File: config.mk
export PLATFORM = sky130hd
export DESIGN_NAME = pe_array_ctrl
export DESIGN_NICKNAME = d
export VERILOG_FILES = /design/src/rtl/pe_ctrl_pkg.sv /design/src/rtl/pe_row_sweep.sv /design/src/rtl/pe_array_ctrl.sv
export SDC_FILE = /design/constraint.sdc
export NUM_CORES = 1
export LEC_CHECK = 0
export BUFFER_PORTS_ARGS = -buffer_cell sky130_fd_sc_hd__buf_2
export CORE_ASPECT_RATIO = 1.1
export CORE_MARGIN = 3
export CORE_UTILIZATION = 53
export CTS_CLUSTER_DIAMETER = 50
export CTS_CLUSTER_SIZE = 25
export DETAILED_ROUTE_END_ITERATION = 7
export PLACE_DENSITY = 0.86
export SLEW_MARGIN = 20
export SYNTH_ARGS = -nofsm -noshare
export SYNTH_HDL_FRONTEND = slang
export SYNTH_SLANG_ARGS = --single-unit
export TNS_END_PERCENT = 10
File: constraint.sdc
create_clock -name clk -period 2.1 [get_ports clk]
set_input_delay 0 -clock clk [delete_from_list [all_inputs] [get_ports clk]]
set_output_delay 0 -clock clk [all_outputs]
set_load 0.01 [all_outputs]
File: src/rtl/pe_ctrl_pkg.sv
// Shared definitions for the PE-array sequencer and the PE array itself:
// state encoding, control-vector bit positions and MAC pipeline depth.
package pe_ctrl_pkg;

  typedef enum logic [2:0] {
    S_IDLE,
    S_LOAD_WT,
    S_LOAD_IF,
    S_MAC,
    S_DRAIN,
    S_DONE
  } state_t;

  // pe_mux_ctrl fields
  localparam int MUX_ACTN_IN = 0;
  localparam int MUX_WT_IN   = 1;
  localparam int MUX_ADD_IN  = 2;
  localparam int MUX_PE_OUT  = 3;

  // pe_compute_ctrl fields
  localparam int CMP_MULT_EN   = 0;
  localparam int CMP_ADD_EN    = 1;
  localparam int CMP_ACC_CLR   = 2;
  localparam int CMP_MULT_LOAD = 3;
  localparam int CMP_ACC_WR_EN = 4;

  // Cycles from operand load to the first accumulator write
  localparam int MAC_PIPE_DEPTH = 2;

endpackage

File: src/rtl/pe_row_sweep.sv
// Row pointer with one-hot decode; steps through rows 0..N-1 and wraps to 0.
module pe_row_sweep #(
  parameter int N = 5,
  parameter int W = (N > 1) ? $clog2(N) : 1
) (
  input  logic         clk,
  input  logic         rst,
  input  logic         clear,
  input  logic         advance,
  output logic [W-1:0] row,
  output logic [N-1:0] onehot
);

  always_ff @(posedge clk) begin
    if (rst || clear) begin
      row <= '0;
    end else if (advance) begin
      row <= (row == W'(N - 1)) ? '0 : row + 1'b1;
    end
  end

  always_comb begin
    onehot = '0;
    for (int unsigned i = 0; i < N; i++) begin
      onehot[i] = (row == W'(i));
    end
  end

endmodule

File: src/rtl/pe_array_ctrl.sv
// Tile sequencer for the PE array: weight load, then per pass activation
// load, fixed-length MAC window and row-by-row drain.
module pe_array_ctrl
  import pe_ctrl_pkg::*;
#(
  parameter int Y_DIM  = 5,
  parameter int MAX_K  = 5,
  parameter int PASS_W = 8
) (
  input  logic              clk,
  input  logic              rst,
  input  logic              start,
  input  logic              abort,
  input  logic [3:0]        cfg_filt_size,
  input  logic [PASS_W-1:0] cfg_num_pass,
  input  logic              feed_valid,
  output logic              feed_ready,
  input  logic              drain_ready,
  output logic [3:0]        pe_mux_ctrl,
  output logic [4:0]        pe_compute_ctrl,
  output logic              pe_wt_rf_wr_en,
  output logic [Y_DIM-1:0]  pe_if_rf_wr_en,
  output logic [Y_DIM-1:0]  pe_of_rf_wr_en,
  output logic              busy,
  output logic              done,
  output logic              cfg_err
);

  localparam int IF_W  = $clog2(Y_DIM * MAX_K);
  localparam int ROW_W = (Y_DIM > 1) ? $clog2(Y_DIM) : 1;

  state_t            state;
  logic [3:0]        k_q;
  logic [4:0]        kk_q;
  logic [IF_W-1:0]   if_last_q;
  logic [PASS_W-1:0] pass_last_q;
  logic [PASS_W-1:0] pass_cnt;
  logic [4:0]        wt_cnt;
  logic [IF_W-1:0]   if_cnt;
  logic [3:0]        row_beat;
  logic [5:0]        mac_cnt;
  logic [5:0]        mac_last;
  logic              cfg_err_q;
  logic              cfg_legal;

  logic              sweep_clear;
  logic              sweep_adv;
  logic [ROW_W-1:0]  row;
  logic [Y_DIM-1:0]  row_onehot;

  assign cfg_legal = (cfg_filt_size != 4'd0) && (cfg_filt_size <= 4'(MAX_K))
                     && (cfg_num_pass != '0);
  assign mac_last  = {1'b0, kk_q} + 6'(MAC_PIPE_DEPTH - 1);

  // One pointer serves both phases: it wraps to row 0 at the end of LOAD_IF,
  // so DRAIN always starts from the first row.
  assign sweep_clear = abort || (state == S_IDLE);
  assign sweep_adv   = ((state == S_LOAD_IF) && feed_valid && (row_beat == k_q - 4'd1))
                    || ((state == S_DRAIN) && drain_ready);

  pe_row_sweep #(
    .N (Y_DIM),
    .W (ROW_W)
  ) u_row_sweep (
    .clk     (clk),
    .rst     (rst),
    .clear   (sweep_clear),
    .advance (sweep_adv),
    .row     (row),
    .onehot  (row_onehot)
  );

  always_ff @(posedge clk) begin
    if (rst) begin
      state       <= S_IDLE;
      k_q         <= '0;
      kk_q        <= '0;
      if_last_q   <= '0;
      pass_last_q <= '0;
      pass_cnt    <= '0;
      wt_cnt      <= '0;
      if_cnt      <= '0;
      row_beat    <= '0;
      mac_cnt     <= '0;
      cfg_err_q   <= 1'b0;
    end else begin
      cfg_err_q <= 1'b0;
      if (abort) begin
        state    <= S_IDLE;
        pass_cnt <= '0;
        wt_cnt   <= '0;
        if_cnt   <= '0;
        row_beat <= '0;
        mac_cnt  <= '0;
      end else begin
        case (state)
          S_IDLE: begin
            if (start) begin
              if (cfg_legal) begin
                k_q         <= cfg_filt_size;
                kk_q        <= 5'(cfg_filt_size * cfg_filt_size);
                if_last_q   <= IF_W'(Y_DIM * cfg_filt_size - 1);
                pass_last_q <= cfg_num_pass - 1'b1;
                state       <= S_LOAD_WT;
              end else begin
                cfg_err_q <= 1'b1;
              end
            end
          end
          S_LOAD_WT: begin
            if (feed_valid) begin
              if (wt_cnt == kk_q - 5'd1) begin
                wt_cnt <= '0;
                state  <= S_LOAD_IF;
              end else begin
                wt_cnt <= wt_cnt + 1'b1;
              end
            end
          end
          S_LOAD_IF: begin
            if (feed_valid) begin
              row_beat <= (row_beat == k_q - 4'd1) ? '0 : row_beat + 1'b1;
              if (if_cnt == if_last_q) begin
                if_cnt <= '0;
                state  <= S_MAC;
              end else begin
                if_cnt <= if_cnt + 1'b1;
              end
            end
          end
          S_MAC: begin
            if (mac_cnt == mac_last) begin
              mac_cnt <= '0;
              state   <= S_DRAIN;
            end else begin
              mac_cnt <= mac_cnt + 1'b1;
            end
          end
          S_DRAIN: begin
            if (drain_ready && (row == ROW_W'(Y_DIM - 1))) begin
              if (pass_cnt < pass_last_q) begin
                pass_cnt <= pass_cnt + 1'b1;
                state    <= S_LOAD_IF;
              end else begin
                pass_cnt <= '0;
                state    <= S_DONE;
              end
            end
          end
          S_DONE:  state <= S_IDLE;
          default: state <= S_IDLE;
        endcase
      end
    end
  end

  always_comb begin
    feed_ready      = 1'b0;
    pe_mux_ctrl     = '0;
    pe_compute_ctrl = '0;
    pe_wt_rf_wr_en  = 1'b0;
    pe_if_rf_wr_en  = '0;
    pe_of_rf_wr_en  = '0;
    busy            = (state != S_IDLE);
    done            = (state == S_DONE);
    cfg_err         = cfg_err_q;
    case (state)
      S_LOAD_WT: begin
        feed_ready             = 1'b1;
        pe_mux_ctrl[MUX_WT_IN] = 1'b1;
        pe_wt_rf_wr_en         = feed_valid;
      end
      S_LOAD_IF: begin
        feed_ready               = 1'b1;
        pe_mux_ctrl[MUX_ACTN_IN] = 1'b1;
        pe_if_rf_wr_en           = row_onehot & {Y_DIM{feed_valid}};
      end
      S_MAC: begin
        if (mac_cnt == 6'd0) begin
          pe_compute_ctrl[CMP_ACC_CLR]   = 1'b1;
          pe_compute_ctrl[CMP_MULT_LOAD] = 1'b1;
        end
        if ((mac_cnt != 6'd0) && (mac_cnt <= {1'b0, kk_q})) begin
          pe_compute_ctrl[CMP_MULT_EN] = 1'b1;
        end
        if (mac_cnt >= 6'(MAC_PIPE_DEPTH)) begin
          pe_compute_ctrl[CMP_ADD_EN]    = 1'b1;
          pe_compute_ctrl[CMP_ACC_WR_EN] = 1'b1;
          pe_mux_ctrl[MUX_ADD_IN]        = 1'b1;
        end
      end
      S_DRAIN: begin
        pe_mux_ctrl[MUX_PE_OUT] = 1'b1;
        pe_of_rf_wr_en          = row_onehot & {Y_DIM{drain_ready}};
      end
      default: ;
    endcase
  end

endmodule

# Word-level counts from Yosys, hierarchy flattened
# Index checks and enable logic that the tools add are counted.
dict set report totals {
  elab_cells 109
  input_bits 18
  reg_bits 57
  output_inout_bits 24
}
dict set report op_classes {
  multipliers 2
  n_addsub 11
  eq_ne 21
  bitwise 5
  n_lt_le_gt_ge 4
  muxes 29
  n_reduce_logical 25
}
# cell n
set op_table {}
lappend op_table {{$mux 3} 10}
lappend op_table {{$mux 5} 5}
lappend op_table {{$pmux 3 s5} 1}
lappend op_table {{$eq 3x2->1 const B} 4}
lappend op_table {{$ne 2x2->1 const B} 6}
lappend op_table {{$add 5x1->5 const B} 2}
lappend op_table {{$and 5x5->5} 2}
lappend op_table {{$eq 5x5->1} 2}
lappend op_table {{$sub 5x1->5 const B} 2}
lappend op_table {{$eq 3x3->1 const B} 3}
lappend op_table {{$mux 1} 9}
lappend op_table {{$add 8x1->8 const B} 1}
lappend op_table {{$lt 8x8->1} 1}
lappend op_table {{$mux 8} 1}
lappend op_table {{$reduce_and 8->1} 1}
lappend op_table {{$reduce_bool 8->1} 1}
lappend op_table {{$sub 8x1->8 const B} 1}
lappend op_table {{$logic_and 1x1->1} 7}
lappend op_table {{$add 5x1->6 const B} 1}
lappend op_table {{$add 6x1->6 const B} 1}
lappend op_table {{$eq 3x1->1 const B} 2}
lappend op_table {{$eq 6x6->1} 1}
lappend op_table {{$ge 6x2->1 const B} 1}
lappend op_table {{$le 6x5->1} 1}
lappend op_table {{22 further kinds} 31}

# Logic depth before layout (Yosys ltp)
dict set report logic_depth {
  word_depth 6
  ltp_mapped 9
  depth_no_buf 8
}

# Modules after synthesis
# From an unflattened synthesis, not the netlist that was laid out.
dict set report unflattened {
  hier_cells 413
  area_unflattened_um2 3693.5
}
# module seq_area_each_um2 instances cells_each area_per_inst_um2
set by_module_without_submodules {}
lappend by_module_without_submodules {pe_array_ctrl 1041.0 1 389 3462.1}
lappend by_module_without_submodules {pe_row_sweep 60.1 1 24 231.5}

# Worst setup path after synthesis
# OpenSTA, ideal clock, no wires.
dict set report synth_timing {
  path_kind {flip-flop to flip-flop}
  start {reg k_q[0] (netlist name)}
  end {reg state[1]}
  slack_ns 0.085
  t_required_ns 2.016
  setup_time_ns 0.084
  stages_incl_launch_ff 9
  arrival_ns 1.931
  path_buffers 1
  path_cell_list {dfxtp_1 buf_4 inv_1 ha_1 xnor2_1 nor3_2 nand4_2 a2111o_1 o31ai_2}
}
# item line
set synth_lines {}
lappend synth_lines {{end signal: assignment} pe_array_ctrl.sv:75} ;# state <= S_IDLE;
lappend synth_lines {{end signal: assignment} pe_array_ctrl.sv:89} ;# state <= S_IDLE;
lappend synth_lines {{end signal: assignment} pe_array_ctrl.sv:104} ;# state <= S_LOAD_WT;
lappend synth_lines {{end: declaration} pe_array_ctrl.sv:32} ;# state_t state;

==> out/results.ini <==
[run_status]
status = finished, final reports clean

[flow_run]
drv_cap = 0

[worst_setup_path]
reg2reg_depth = 8
cp_max_fo = 6
end_kind = flop
cp_common_cell = buf_4
slowest_delay_ps = 330
r2r_start = k_q[0]
crit_slowest_cell = dfxtp_1
critical_path_class = reg -> reg
worstPathCellList = buf_4, ha_1, nor3b_2, nand4_1, and2_4, a2111oi_4, buf_4, a211oi_1
crit_path_start = k_q[0]
crit_arrival_ps = 2210
worstSetupStartpointType = flop
r2r_setup_slack_ps = 70
cp.required_ps = 2290
r2r-end = pass_cnt[5]

[clocking]
htree_levels = 2
clock-sinks = 55
clk-insertion-delay-late_ps = 310
cts_buffer_depth = 2
root_buffer = clkbuf_8
cts-buffers-inserted = 5
cts_tree = done
clk_pin_slew_ps = 100

[place]
gp_congestion = 0.896
io_buffers = 41
dp_hpwl_mm = 6.12

[routing]
drc_errors = 0
vias = 3019
wirelength_mm = 8.13
drtIter0Drc = 142
wl_per_cell_um = 15.1
dr.pass1.iters = 4
ant_nets = 0
viasPerCell = 5.61

[grt]
met3_usage = 0.0377
use_met2 = 0.347
grt_pass1_vias = 2904
grt_max_degree = 23
overflow = 0
antenna_found_initial = 0
grt_pass1_wl_mm = 13.4
use_met1 = 0.259
grt_busiest_layer = met2
grt_usage = 0.206

[sta]
timing.hold.ws_ps = 26.2
finalMaxSlewViolations = 0
setup_viol = 0
max_clock_freq_ghz = 0.493
worst_pin_slew_ps = 602
period_needed_ps = 2030
rsz0062_at_grt = true
fin_skew_ps = 5.67
hold_violations = 0
finalCritPeriodShare = 0.966
max_slew_margin = 0.588

[synthesis]
async_flop_share = 0
syn_inst = 412
syn_area_mm2 = 0.00370
synth_edf_count = 0
ys_ff_latch = 55
syn_area_per_cell_um2 = 8.99
synth_nets = 469
synth_flop_cell = dfxtp_1
synth_cell_types = 60
ys_seq_area_frac = 0.297
yosys_warnings = 0

[power]
p_per_area_mw_per_mm2 = 500
ir_worst_vdd_mv = 0.343
power.leakage_nw = 1.72

[finish]
post-route-util = 0.626
diodes = 0
nets = 512
area_delta_synth_final_pct = 12.8
drive_above_1_share = 0.215

[floorplanning]
pin_count = 42
die_h_um = 93.7
rows = 31
start_util = 0.555
dieArea_mm2 = 0.00803
die_w_um = 85.7
core-area_mm2 = 0.00667

[worst_hold_path]
hold_path.class = in -> reg
holdPathStages = 3
holdCritStartpoint = cfg_filt_size[2]
hold_path_end = k_q[2]

==> final cells by class <==
class | count | area [um2]
Fill cell | 540 | 2490
Multi-Input combinational cell | 309 | 2410
Sequential cell | 55 | 1110
Timing Repair Buffer | 54 | 320
Inverter | 30 | 115
Tap cell | 82 | 103
Clock buffer | 6 | 82.6
Clock inverter | 2 | 35.0
==> what timing repair did <==
item | CTS | global route
cloned | 0 | 0
endpoints found under the setup margin | 2 | 10
endpoints found under the hold margin | 2 | 0
pin swaps | 3 | 5
gates resized for setup | 3 | 14
hold buffers | 2 | 0
buffers inserted | 1 | 1
==> state kept, by name, indices dropped and copies added (netlist names), 4 cells and up <==
| register | count |
|---|---|
| if_last_q | 5 |
| if_cnt | 5 |
| mac_cnt | 6 |
| pass_cnt | 8 |
| pass_last_q | 8 |
| wt_cnt | 5 |
| k_q | 4 |
| row_beat | 4 |
==> worst max-delay path by stage <==
stage,slack (ps),to
after floorplan,80,state[1]
after detailed placement,-100,pass_cnt[3]
after CTS,2,pass_cnt[5]
after global placement,80,state[1]
after global routing,-30,pass_cnt[5]
final,70,pass_cnt[5]
==> routing by layer <==
metal,routed length (um),vias to the layer above
met3,378,17
met2,3970,75
met1,3600,1432
li1,-,1495
met5,0,-
met4,181,0
==> synth_stat cells, types with 6 or more instances <==
library cell | count | share of area
mux2i_1 | 13 | 0.035
inv_1 | 29 | 0.029
ha_1 | 36 | 0.12
nand4_1 | 11 | 0.019
a211oi_1 | 9 | 0.018
nor3_1 | 6 | 0.0081
a21oi_1 | 14 | 0.019
xor2_1 | 24 | 0.057
dfxtp_1 | 55 | 0.30
xnor2_1 | 25 | 0.059
buf_2 | 6 | 0.0081
a211oi_2 | 11 | 0.037
nor2_1 | 56 | 0.057
nand3_1 | 7 | 0.0095
nand2_1 | 31 | 0.031
==> through the flow <==
step           setup WS (ps)  TNS (ps)  power, mW  cells  cell area (um2)
2_1_floorplan           84.7         0       1.29    412             3700
3_3_place_gp            75.4         0       1.36    526             3980
3_5_place_dp            -103      -774       1.37    526             3980
4_1_cts                 1.58         0       2.09    537             4130
5_1_grt                -26.1      -112       2.17    538             4180
6_report                72.3         0       2.09    538             4180
==> worst max-delay path, delay by kind of cell, from the launching register on <==
family,cells,cell delay (ps)
simple gates,3,540
buf+inv,2,350
flops,1,330
compound gates,2,350
fa+ha+maj,1,320
==> power by group <==
group | internal (mW) | total [mW] | switching (mW) | leakage (nW)
clock network | 0.386 | 0.731 | 0.344 | 0.0612
registers | 1.06 | 1.07 | 0.0136 | 0.447
logic | 0.126 | 0.289 | 0.163 | 1.21
==> kinds of logic (layout without fill, tap and decap cells) <==
logic type / count (synthesis) / count (layout) / share of synthesized area
adder cells (fa/ha/maj): 39 / 39 / 0.138
flip-flops: 55 / 55 / 0.297
AO/OA/AOI/OAI: 60 / 60 / 0.142
buffers and inverters: 48 / 92 / 0.0598
multiplexers: 13 / 13 / 0.0351
AND/OR/NAND/NOR: 146 / 146 / 0.201
XOR/XNOR: 51 / 51 / 0.126
==> cells in the final DEF, fill, tap and decap left out, types with 3 or more instances in the layout <==
master	Yosys	routed
xor2_1	24	24
o21a_1	3	3
a21o_1	3	3
dfxtp_2	0	3
dfxtp_1	55	50
fa_1	3	3
mux2i_1	13	13
buf_4	5	10
nand3_1	7	7
nor3_1	6	6
a211oi_1	9	9
clkbuf_8	0	6
nand2_1	31	31
or3_1	3	3
ha_1	36	34
nand4_1	11	11
xnor2_1	25	25
a211oi_2	11	11
a21oi_1	14	14
and3_1	5	5
buf_2	6	41
nor2_1	56	56
inv_1	29	27
and2_1	5	3
Note: power is estimated with default switching activity, not from simulation.
